`config.mk`:
```
export PLATFORM = sky130hd
export DESIGN_NAME = hash_control_unit
export DESIGN_NICKNAME = d
export VERILOG_FILES = /design/src/rtl/hash_control_unit.sv
export SDC_FILE = /design/constraint.sdc
export NUM_CORES = 1
export LEC_CHECK = 0
export ABC_AREA = 1
export ABC_CLOCK_PERIOD_IN_PS = 2300
export CORE_AREA = 2 2 39 41
export DETAILED_ROUTE_END_ITERATION = 16
export DIE_AREA = 0 0 41 43
export PLACE_DENSITY = 0.85
export RECOVER_POWER = 25
export SYNTH_ARGS = -nofsm -noshare
export SYNTH_HDL_FRONTEND = slang
export SYNTH_SLANG_ARGS = --single-unit
```
`constraint.sdc`:
```
create_clock -name clock -period 2.3 [get_ports clock]
set_input_delay 0.23 -clock clock [delete_from_list [all_inputs] [get_ports clock]]
set_output_delay 0.23 -clock clock [all_outputs]
set_load 0.1 [all_outputs]
```
`src/rtl/hash_control_unit.sv`:
```
// Sequencing controller for the byte-serial hash datapath: accepts message bytes,
// runs 8 message rounds per byte, FINAL_ROUNDS counter rounds, then holds the digest.
module hash_control_unit #(
    parameter int unsigned FINAL_ROUNDS = 8
) (
    input  logic       clock,
    input  logic       rstn,
    input  logic       start,
    input  logic       abort,
    input  logic       in_valid,
    input  logic       in_last,
    input  logic       case_R_c_zero,
    input  logic       digest_ack,
    output logic       in_ready,
    output logic       dp_start,
    output logic       validate_input,
    output logic       validate_R_h,
    output logic       switch_operation,
    output logic [2:0] R_i,
    output logic       digest_valid,
    output logic       busy,
    output logic       error
);

    typedef enum logic [2:0] {
        IDLE      = 3'd0,
        WAIT_BYTE = 3'd1,
        ROUND     = 3'd2,
        FINAL     = 3'd3,
        DONE      = 3'd4,
        ERR       = 3'd5
    } state_t;

    localparam logic [2:0] LAST_FINAL = 3'(FINAL_ROUNDS - 1);

    state_t     r_state;
    logic [2:0] r_rnd;
    logic       r_last_q;

    logic       w_go;
    logic       w_start_ok;

    assign w_go       = rstn & ~abort;
    assign w_start_ok = start & ((r_state == IDLE) | (r_state == ERR));

    always_ff @(posedge clock) begin
        if (!rstn) begin
            r_state  <= IDLE;
            r_rnd    <= '0;
            r_last_q <= 1'b0;
        end else if (abort) begin
            r_state  <= IDLE;
            r_rnd    <= '0;
            r_last_q <= 1'b0;
        end else begin
            case (r_state)
                IDLE, ERR: begin
                    if (start) begin
                        r_state  <= WAIT_BYTE;
                        r_rnd    <= '0;
                        r_last_q <= 1'b0;
                    end
                end
                WAIT_BYTE: begin
                    if (in_valid) begin
                        if (case_R_c_zero) begin
                            r_state  <= ROUND;
                            r_rnd    <= '0;
                            r_last_q <= in_last;
                        end else begin
                            r_state <= ERR;
                        end
                    end
                end
                ROUND: begin
                    if (r_rnd == 3'd7) begin
                        r_rnd   <= '0;
                        r_state <= r_last_q ? FINAL : WAIT_BYTE;
                    end else begin
                        r_rnd <= r_rnd + 3'd1;
                    end
                end
                FINAL: begin
                    if (r_rnd == LAST_FINAL) begin
                        r_rnd   <= '0;
                        r_state <= DONE;
                    end else begin
                        r_rnd <= r_rnd + 3'd1;
                    end
                end
                DONE: begin
                    if (digest_ack) begin
                        r_state <= IDLE;
                    end
                end
                default: begin
                    r_state <= IDLE;
                    r_rnd   <= '0;
                end
            endcase
        end
    end

    // Strobes are decoded combinationally so a byte or start is honoured in the cycle it is presented.
    always_comb begin
        in_ready         = 1'b0;
        dp_start         = 1'b0;
        validate_input   = 1'b0;
        validate_R_h     = 1'b0;
        switch_operation = 1'b0;
        R_i              = '0;
        digest_valid     = 1'b0;
        busy             = (r_state != IDLE);
        error            = (r_state == ERR);
        dp_start         = w_go & w_start_ok;
        case (r_state)
            WAIT_BYTE: begin
                in_ready       = w_go;
                validate_input = w_go & in_valid & case_R_c_zero;
            end
            ROUND: begin
                validate_R_h = w_go;
                R_i          = r_rnd;
            end
            FINAL: begin
                validate_R_h     = w_go;
                switch_operation = 1'b1;
                R_i              = r_rnd;
            end
            DONE: begin
                digest_valid = 1'b1;
            end
            default: ;
        endcase
    end

endmodule

```
# [Word-level counts from Yosys, hierarchy flattened]
# Cells that the tools add are included.
[op_classes] n_reduce_logical=9 bitwise=9 eq_ne=12 addsub=1 muxes=23
[ops] cell="two-way mux 3 bit" count=11
[ops] cell="one-hot mux 3 bit (5 select lines)" count=1
[ops] cell="!= test 2 bit, second input constant" count=6
[ops] cell="one-hot mux 3 bit (4 select lines)" count=1
[ops] cell="equality test 3 bit, second input constant" count=3
[ops] cell="two-way mux 1 bit" count=8
[ops] cell="AND reduction 4 bit" count=2
[ops] cell="equality test 3 x 2 -> 1 bit, second input constant" count=2
[ops] cell="OR reduction 2 bit" count=3
[ops] cell="AND 1 bit" count=5
[ops] cell="AND reduction 5 bit" count=1
[ops] cell="adder 3 x 1 -> 3 bit, second input constant" count=1
[ops] cell="equality test 3 x 1 -> 1 bit, second input constant" count=1
[ops] cell="zero test 3 bit" count=1
[ops] cell="NOT 1 bit" count=3
[ops] cell="nonzero test 3 bit" count=1
[ops] cell="two-way mux 2 bit" count=1
[ops] cell="one-hot mux 1 bit (2 select lines)" count=1
[ops] cell="nonzero test 2 bit" count=1
[ops] cell="OR 1 bit" count=1
[word_totals] word_cells=57 out_inout_bits=11 in_bits=8 register_bits=7

# [Longest topological paths before layout]
# Gate-level depths: netlist (run 1).
[depth] word_depth=5 ltp_mapped=10 mapped_depth_nobuf=10

# [Worst setup path after synthesis (run 1)]
# No wires, ideal clock.
[synth_timing] path_type="input to output" start="input port rstn" end="output port validate_input" required_time_ns=2.070 setup_slack_ns=-1.370 t_arrival_ns=3.440 stages=4 n_path_buf=0 cell_sequence="inv_1 nor2_2 inv_1 nor4_1"
[synth_via] elab_chain_len=4
[synth_lines] element="from (decl)" line="7" text="input logic rstn,"
[synth_lines] element="AND 1 bit" line="43" text="assign w_go = rstn & ~abort;"
[synth_lines] element="AND 1 bit (2 in a row)" line="119" text="validate_input = w_go & in_valid & case_R_c_zero;"
[synth_lines] element="two-way mux 1 bit" line="116" text="case (r_state)"
[synth_lines] element="to (decl)" line="16" text="output logic validate_input,"
# No other way between the ends.

# [Worst setup path after layout (run 1)]
[layout_timing] start="register r_state[2]" end="output port validate_input"
[layout_via] elab_chain_len=2
[layout_lines] element="from (decl)" line="36" text="state_t r_state;"
[layout_lines] element="from (signal assigned)" line="78" text="r_state <= r_last_q ? FINAL : WAIT_BYTE;"
[layout_lines] element="equality test 3 x 1 -> 1 bit" line="116"
[layout_lines] element="two-way mux 1 bit" line="116"
# No other way between the ends.

==> key figures, run 1 <==
Timing
  • Final TNS setup: 0 ns
  • Max Freq: ~0.59 GHz
  • Min Tclk post-route: 1.69 ns
  • Fin. max-slew vios: 0
  • Clock Skew: roughly 0.00086 ns
  • Final period utilization: around three quarters
  • Worst-margin pin slew: 0.263 ns
  • Setup violators final: 0
  • Slew HR: approximately 82%
  • Endpoints failing hold: 0
  • RSZ-0062 raised after global routing: no

Synth
  • Ranking of synthesized cells by area: dfxtp_1 (24%), nor2_1 (15%), nand2_1 (14%)
  • Most common cell in the synthesized netlist: nor2_1
  • Cell taking the most area after synthesis: dfxtp_1
  • Yosys reg bits: 7
  • Cells after Synth: ~100
  • Fraction of registers with async set/reset: 0%
  • Post-Syn Nets: 111
  • Most common flop cell mapped by yosys: dfxtp_1
  • Post-synth top cells: nor2_1 (23), nand2_1 (22), inv_1 (17)
  • Post-synth EDFFs: 0
  • Unique cell type count in the Yosys netlist: 16
  • Post-Syn Area per Cell: 5.86 µm²
  • Netlist area before placement: between 500 and 600 µm²
  • Top cell type's share of synthesized area: 23.7%
  • Warnings, synthesis: 0
  • Sequential area share after synthesis: 23.7%

Route
  • Detailed Route Iter0 Violations: 10
  • # DRC: 0
  • Vias: about 650
  • Post-route ant nets: 0
  • WL final: ~1300 µm
  • Vias per cell: roughly 4.7
  • WL per Instance: 9.51 µm
  • TritonRoute pass-1 iters: 4

Place
  • Placed cell area: 848 µm²
  • IO buf count: 18
  • HPWL Detailed: about 1100 µm
  • Final Wtd Congestion: between 0.8 and 0.9

Run status
  • Status: completed

Critical path
  • Slowest CP cell: dfxtp_1
  • Crit-path max FO: 6
  • Crit path required time: just over 2 ns
  • Worst path buffer plus inverter count: 2
  • Worst stage delay on the critical path: roughly 0.35 ns
  • Cell family with most CP delay: simple AND/OR/NAND/NOR gates
  • Worst Setup End Kind: output port
  • Crit path cell chain: inv_1 > nand3_1 > nor4_4 > buf_12
  • CP arrival: about 1.5 ns
  • Worst Setup Start Kind: flip-flop
  • Kind of critical path: reg -> out

Clock tree
  • Clock root cell: clkbuf_4
  • CTS Buf Count: 3
  • Setup bufs post-CTS: 0
  • Longest Clk Path Bufs: 2
  • Clock latency on the worst-skew pair: around 0.26 ns
  • Post-CTS sizing: 0
  • CTS clk-pin slew, worst paths: roughly 0.05 ns
  • # hold bufs at CTS: 0
  • CTS tree: yes
  • Clk sinks: 7
  • H-tree depth: 1

Final layout
  • Cell area after layout: between 800 and 900 µm²
  • P&R area growth vs syn: 45.7%
  • Fraction of final layout cells sized beyond drive strength 1: 25.8%
  • NumNets Final: 135
  • Diodes inserted: 0

Hold path
  • Hold Crit Class: reg -> reg

GRT
  • Grt total ovfl: 0
  • Initial antenna violation count: 0
  • First-pass GRT wire length: between 2000 and 2500 µm
  • Vias in the first global route: roughly 580
  • Global-route usage over all layers: about a fifth
  • Largest net degree at the start of global routing: 8

Floorplanning
  • I/O pin count: 19
  • Die X: between 40 and 50 µm
  • Placeable Area: roughly 0.0014 mm²
  • Full die area: ~0.0018 mm²
  • Chip height: roughly 43 µm
  • Row count: 14
  • Starting density of the core: roughly 43%

Power and ir drop
  • Leak Pwr: roughly 0.45 nW
  • Power density over the cells: around 600 mW/mm²
  • VDD IR max: around 370 µV

Job
  • Max_cap viols: 0
registers in the layout, indices dropped and copies added, names as in the netlist:
name and count:
r_rnd 3, r_state 3, r_last_q 1
logic make-up (layout without fill, tap and decap cells):
logic type	Yosys count	in the layout	share of synthesized area, %
AO/OA/AOI/OAI	2	2	2.11
adder cells (fa/ha/maj)	2	2	4.23
flip-flops	7	7	23.7
AND/OR/NAND/NOR	68	68	56.0
buffers and inverters	22	45	14.0
through the flow:
step / hold WS, ns / setup slack [ns] / power, W / std cells / utilization, %
floorplan: 0.413 / 0.116 / 0.000350 / 101 / -
global placement: 0.473 / 0.649 / 0.000404 / 136 / 61.3
detailed placement: 0.478 / 0.621 / 0.000409 / 136 / 61.3
CTS: 0.487 / 0.591 / 0.000530 / 140 / 63.2
global route: 0.513 / 0.468 / 0.000556 / 140 / 62.3
finish: 0.480 / 0.608 / 0.000518 / 140 / 62.3
worst register-to-register path: cells and delay by family, from the launching register on:
family	cells	cell delay, ns
buf+inv	2	0.26
flops	1	0.42
simple gates	7	0.75
routing by layer:
metal,part of all wire (%),track usage (%),vias to the layer above
li1,-,-,347
met1,39,21.4,277
met2,49,28.1,24
met3,7.1,3.14,4
met4,5.2,20.0,0
met5,0,0,-
area by class of cell:
type	count	area [µm²]
Clock buffer	4	26.3
Tap cell	16	20.0
Sequential cell	7	140
Multi-Input combinational cell	72	383
Timing Repair Buffer	19	210
Inverter	22	82.6
Fill cell	118	522
layout by cell type (no fill, tap or decap), drive strengths merged:
cell,instances
buf,12
clkbuf,4
clkdlybuf4s50,7
dfxtp,7
ha,2
inv,22
nand2,27
nand3,9
nand3b,1
nor2,29
nor3,1
nor4,1
o211ai,1
o21ai,1
final timing paths:
check	to	slack, ns	start	depth (start not counted)
max	validate_input	0.61	r_state[2]$_SDFFE_PP0P_	4
min	r_last_q$_SDFFE_PP0P_	0.48	r_last_q$_SDFFE_PP0P_	2
max reg2reg	r_rnd[0]$_SDFFE_PP0P_	0.76	r_state[2]$_SDFFE_PP0P_	9
min reg2reg	r_last_q$_SDFFE_PP0P_	0.48	r_last_q$_SDFFE_PP0P_	2
where the power goes:
part	switching, W	total [W]	internal (W)
logic	0.000178	0.000257	0.0000790
clock network	0.0000501	0.000117	0.0000665
registers	0.0000118	0.000145	0.000133
total	0.000239	0.000518	0.000278
(Power assumes the default switching activity.)
==> run 2, diff against run 1 <==
- ABC_CLOCK_PERIOD_IN_PS: 2300 -> 1490
- CORE_AREA: 2 2 39 41 -> unset
- CORE_UTILIZATION: unset -> 40
- DIE_AREA: 0 0 41 43 -> unset
- PLACE_DENSITY: 0.85 -> 0.82
- clock period: 2.3 -> 1.49 ns (I/O delays scaled with it)
==> key figures, run 2 (synthesis gave the netlist of run 1 again) <==
Power and ir drop
  • Power density over the cells: around 900 mW/mm²
  • Clock network fraction of total power: a little under a fifth
  • Switch share: between 40% and 50%
  • Sequential share of power: about a quarter
  • VDD IR max: approximately 670 µV
  • Final Power: 0.000988 W
  • Internal power: ~0.00053 W
  • Leak Pwr: 0.521 nW
  • Combinational share of power: between 50 and 60%
  • NetSw: ~0.00046 W

GRT
  • Grt total ovfl: 0
  • Largest net degree at the start of global routing: 8
  • Initial antenna violation count: 0
  • Global-route usage over all layers: around a quarter
  • Vias in the first global route: between 600 and 700
  • First-pass GRT wire length: ~2600 µm

Timing
  • Fin Hold WS: roughly 0.50 ns
  • Worst-margin pin slew: ~0.29 ns
  • Max Freq: ~0.67 GHz
  • RSZ-0062 raised after global routing: yes
  • Setup slack after layout: -0.00608 ns
  • Endpoints failing hold: 0
  • Slew HR: roughly 81%
  • Min Tclk post-route: about 1.5 ns
  • Clock Skew: about 0.0038 ns
  • Setup violators final: 1
  • Fin. max-slew vios: 0
  • Final period utilization: 100%

Run status
  • Failing checks: setup timing
  • Status: finished, violations left

Critical path
  • CP arrival: roughly 1.4 ns
  • Crit path required time: 1.34 ns
  • Crit path cell chain: clkdlybuf4s50_1 > inv_1 > nor4_4 > buf_12
  • Slowest CP cell: clkdlybuf4s50_1
  • Worst Setup Start Kind: primary input
  • Kind of critical path: in -> out
  • Worst Setup End Kind: output port
  • Worst stage delay on the critical path: approximately 0.5 ns
  • Crit-path max FO: 4

Clock tree
  • CTS Buf Count: 3
  • H-tree depth: 1
  • CTS tree: yes
  • Clk sinks: 7
  • Clock root cell: clkbuf_4
  • CTS clk-pin slew, worst paths: approximately 0.060 ns
  • Clock latency on the worst-skew pair: approximately 0.26 ns
  • Longest Clk Path Bufs: 2

Route
  • TritonRoute pass-1 iters: 4
  • Vias per cell: 5.19
  • # DRC: 0
  • Vias: about 770
  • Post-route ant nets: 0
  • WL per Instance: approximately 14 µm
  • Detailed Route Iter0 Violations: 29
  • WL final: between 2000 and 2500 µm

Place
  • Inst Count DP: about 140
  • IO buf count: 18
  • Final Wtd Congestion: about 0.83
  • HPWL Detailed: 1170 µm
  • Placed cell area: about 0.001 mm²

Floorplanning
  • Full die area: approximately 0.0016 mm²
  • Row count: 13
  • Chip height: about 40 µm
  • Placeable Area: around 0.0013 mm²
  • I/O pin count: 19
  • Starting density of the core: between 40% and 50%
  • Die X: 40.5 µm

Final layout
  • P&R area growth vs syn: 89.4%
  • Largest regs: r_rnd x3, r_state x3, r_last_q x1
  • Final cell count without fillers: 149
  • Diodes inserted: 0
  • Cell area after layout: around 0.0011 mm²
  • Most frequent cells in the layout: nand2_1 (21), nor2_1 (17), inv_1 (12)
  • Fraction of final layout cells sized beyond drive strength 1: 46.3%
  • Final core utilization: a little over four fifths
  • Most common cell after layout, fill and taps aside: nand2_1
  • NumNets Final: roughly 150

Job
  • Max_cap viols: 0

Hold path
  • Hold Crit Class: in -> reg
==> run 2: cell count changes in the layout (fill, tap and decap cells not counted), sizes merged <==
cell | previous run | this run
clkinvlp | 0 | 1
buf | 12 | 21
dlygate4sd2 | 0 | 1
clkdlybuf4s50 | 7 | 6
inv | 22 | 21
clkbuf | 4 | 5
==> run 2: critical path, delay by kind of cell <==
kind	cells	cell delay, ns
buf+inv	3	0.84
simple gates	1	0.36
==> run 2: path summary, 6_finish.rpt <==
path                                              start  cells past startpoint                      end  slack, ns
worst max-delay path                      case_R_c_zero                      4           validate_input     -0.006
worst min-delay path                               rstn                      6  r_state[2]$_SDFFE_PP0P_       0.50
worst max register to register  r_state[0]$_SDFFE_PP0P_                      9  r_state[1]$_SDFFE_PP0P_       0.10
worst min register to register    r_last_q$_SDFFE_PP0P_                      2    r_last_q$_SDFFE_PP0P_       0.51
==> run 2: power by group through the flow <==
stage               clock network [W]  registers [W]  logic [W]
floorplan                           0       0.000227   0.000357
global placement                    0       0.000230   0.000475
detailed placement                  0       0.000231   0.000484
finish                       0.000185       0.000234   0.000569
CTS                          0.000182       0.000232   0.000511
global route                 0.000198       0.000236   0.000603
==> run 2: layout make-up <==
class	count	area, µm²
timing repair buffer	29	359
inverter	22	96.3
clock buffer	4	26.3
tap	15	18.8
multi-input combinational	72	469
fill	71	213
sequential	7	151
==> run 2: per-layer routing <==
| layer | GRT usage, % | part of all wire [%] |
|---|---|---|
| met5 | 0 | 0 |
| met4 | 12.5 | 1.9 |
| met3 | 3.33 | 5.2 |
| met2 | 42.9 | 50 |
| met1 | 29.0 | 43 |
==> run 2: what timing repair did <==
| item | in CTS | in global routing |
|---|---|---|
| buffers inserted | 4 | 4 |
| resized for setup | 12 | 4 |
| hold buffers | 0 | 0 |
| endpoints found under the setup margin | 7 | 5 |
| pin swaps | 5 | 1 |
==> run 2: through the flow <==
step           setup WS, ns  TNS (ns)
2_1_floorplan        -0.313    -0.892
3_3_place_gp        -0.0305   -0.0305
3_5_place_dp        -0.0619   -0.0619
4_1_cts             -0.0158   -0.0158
5_1_grt             -0.0358    -0.153
6_report           -0.00608  -0.00608
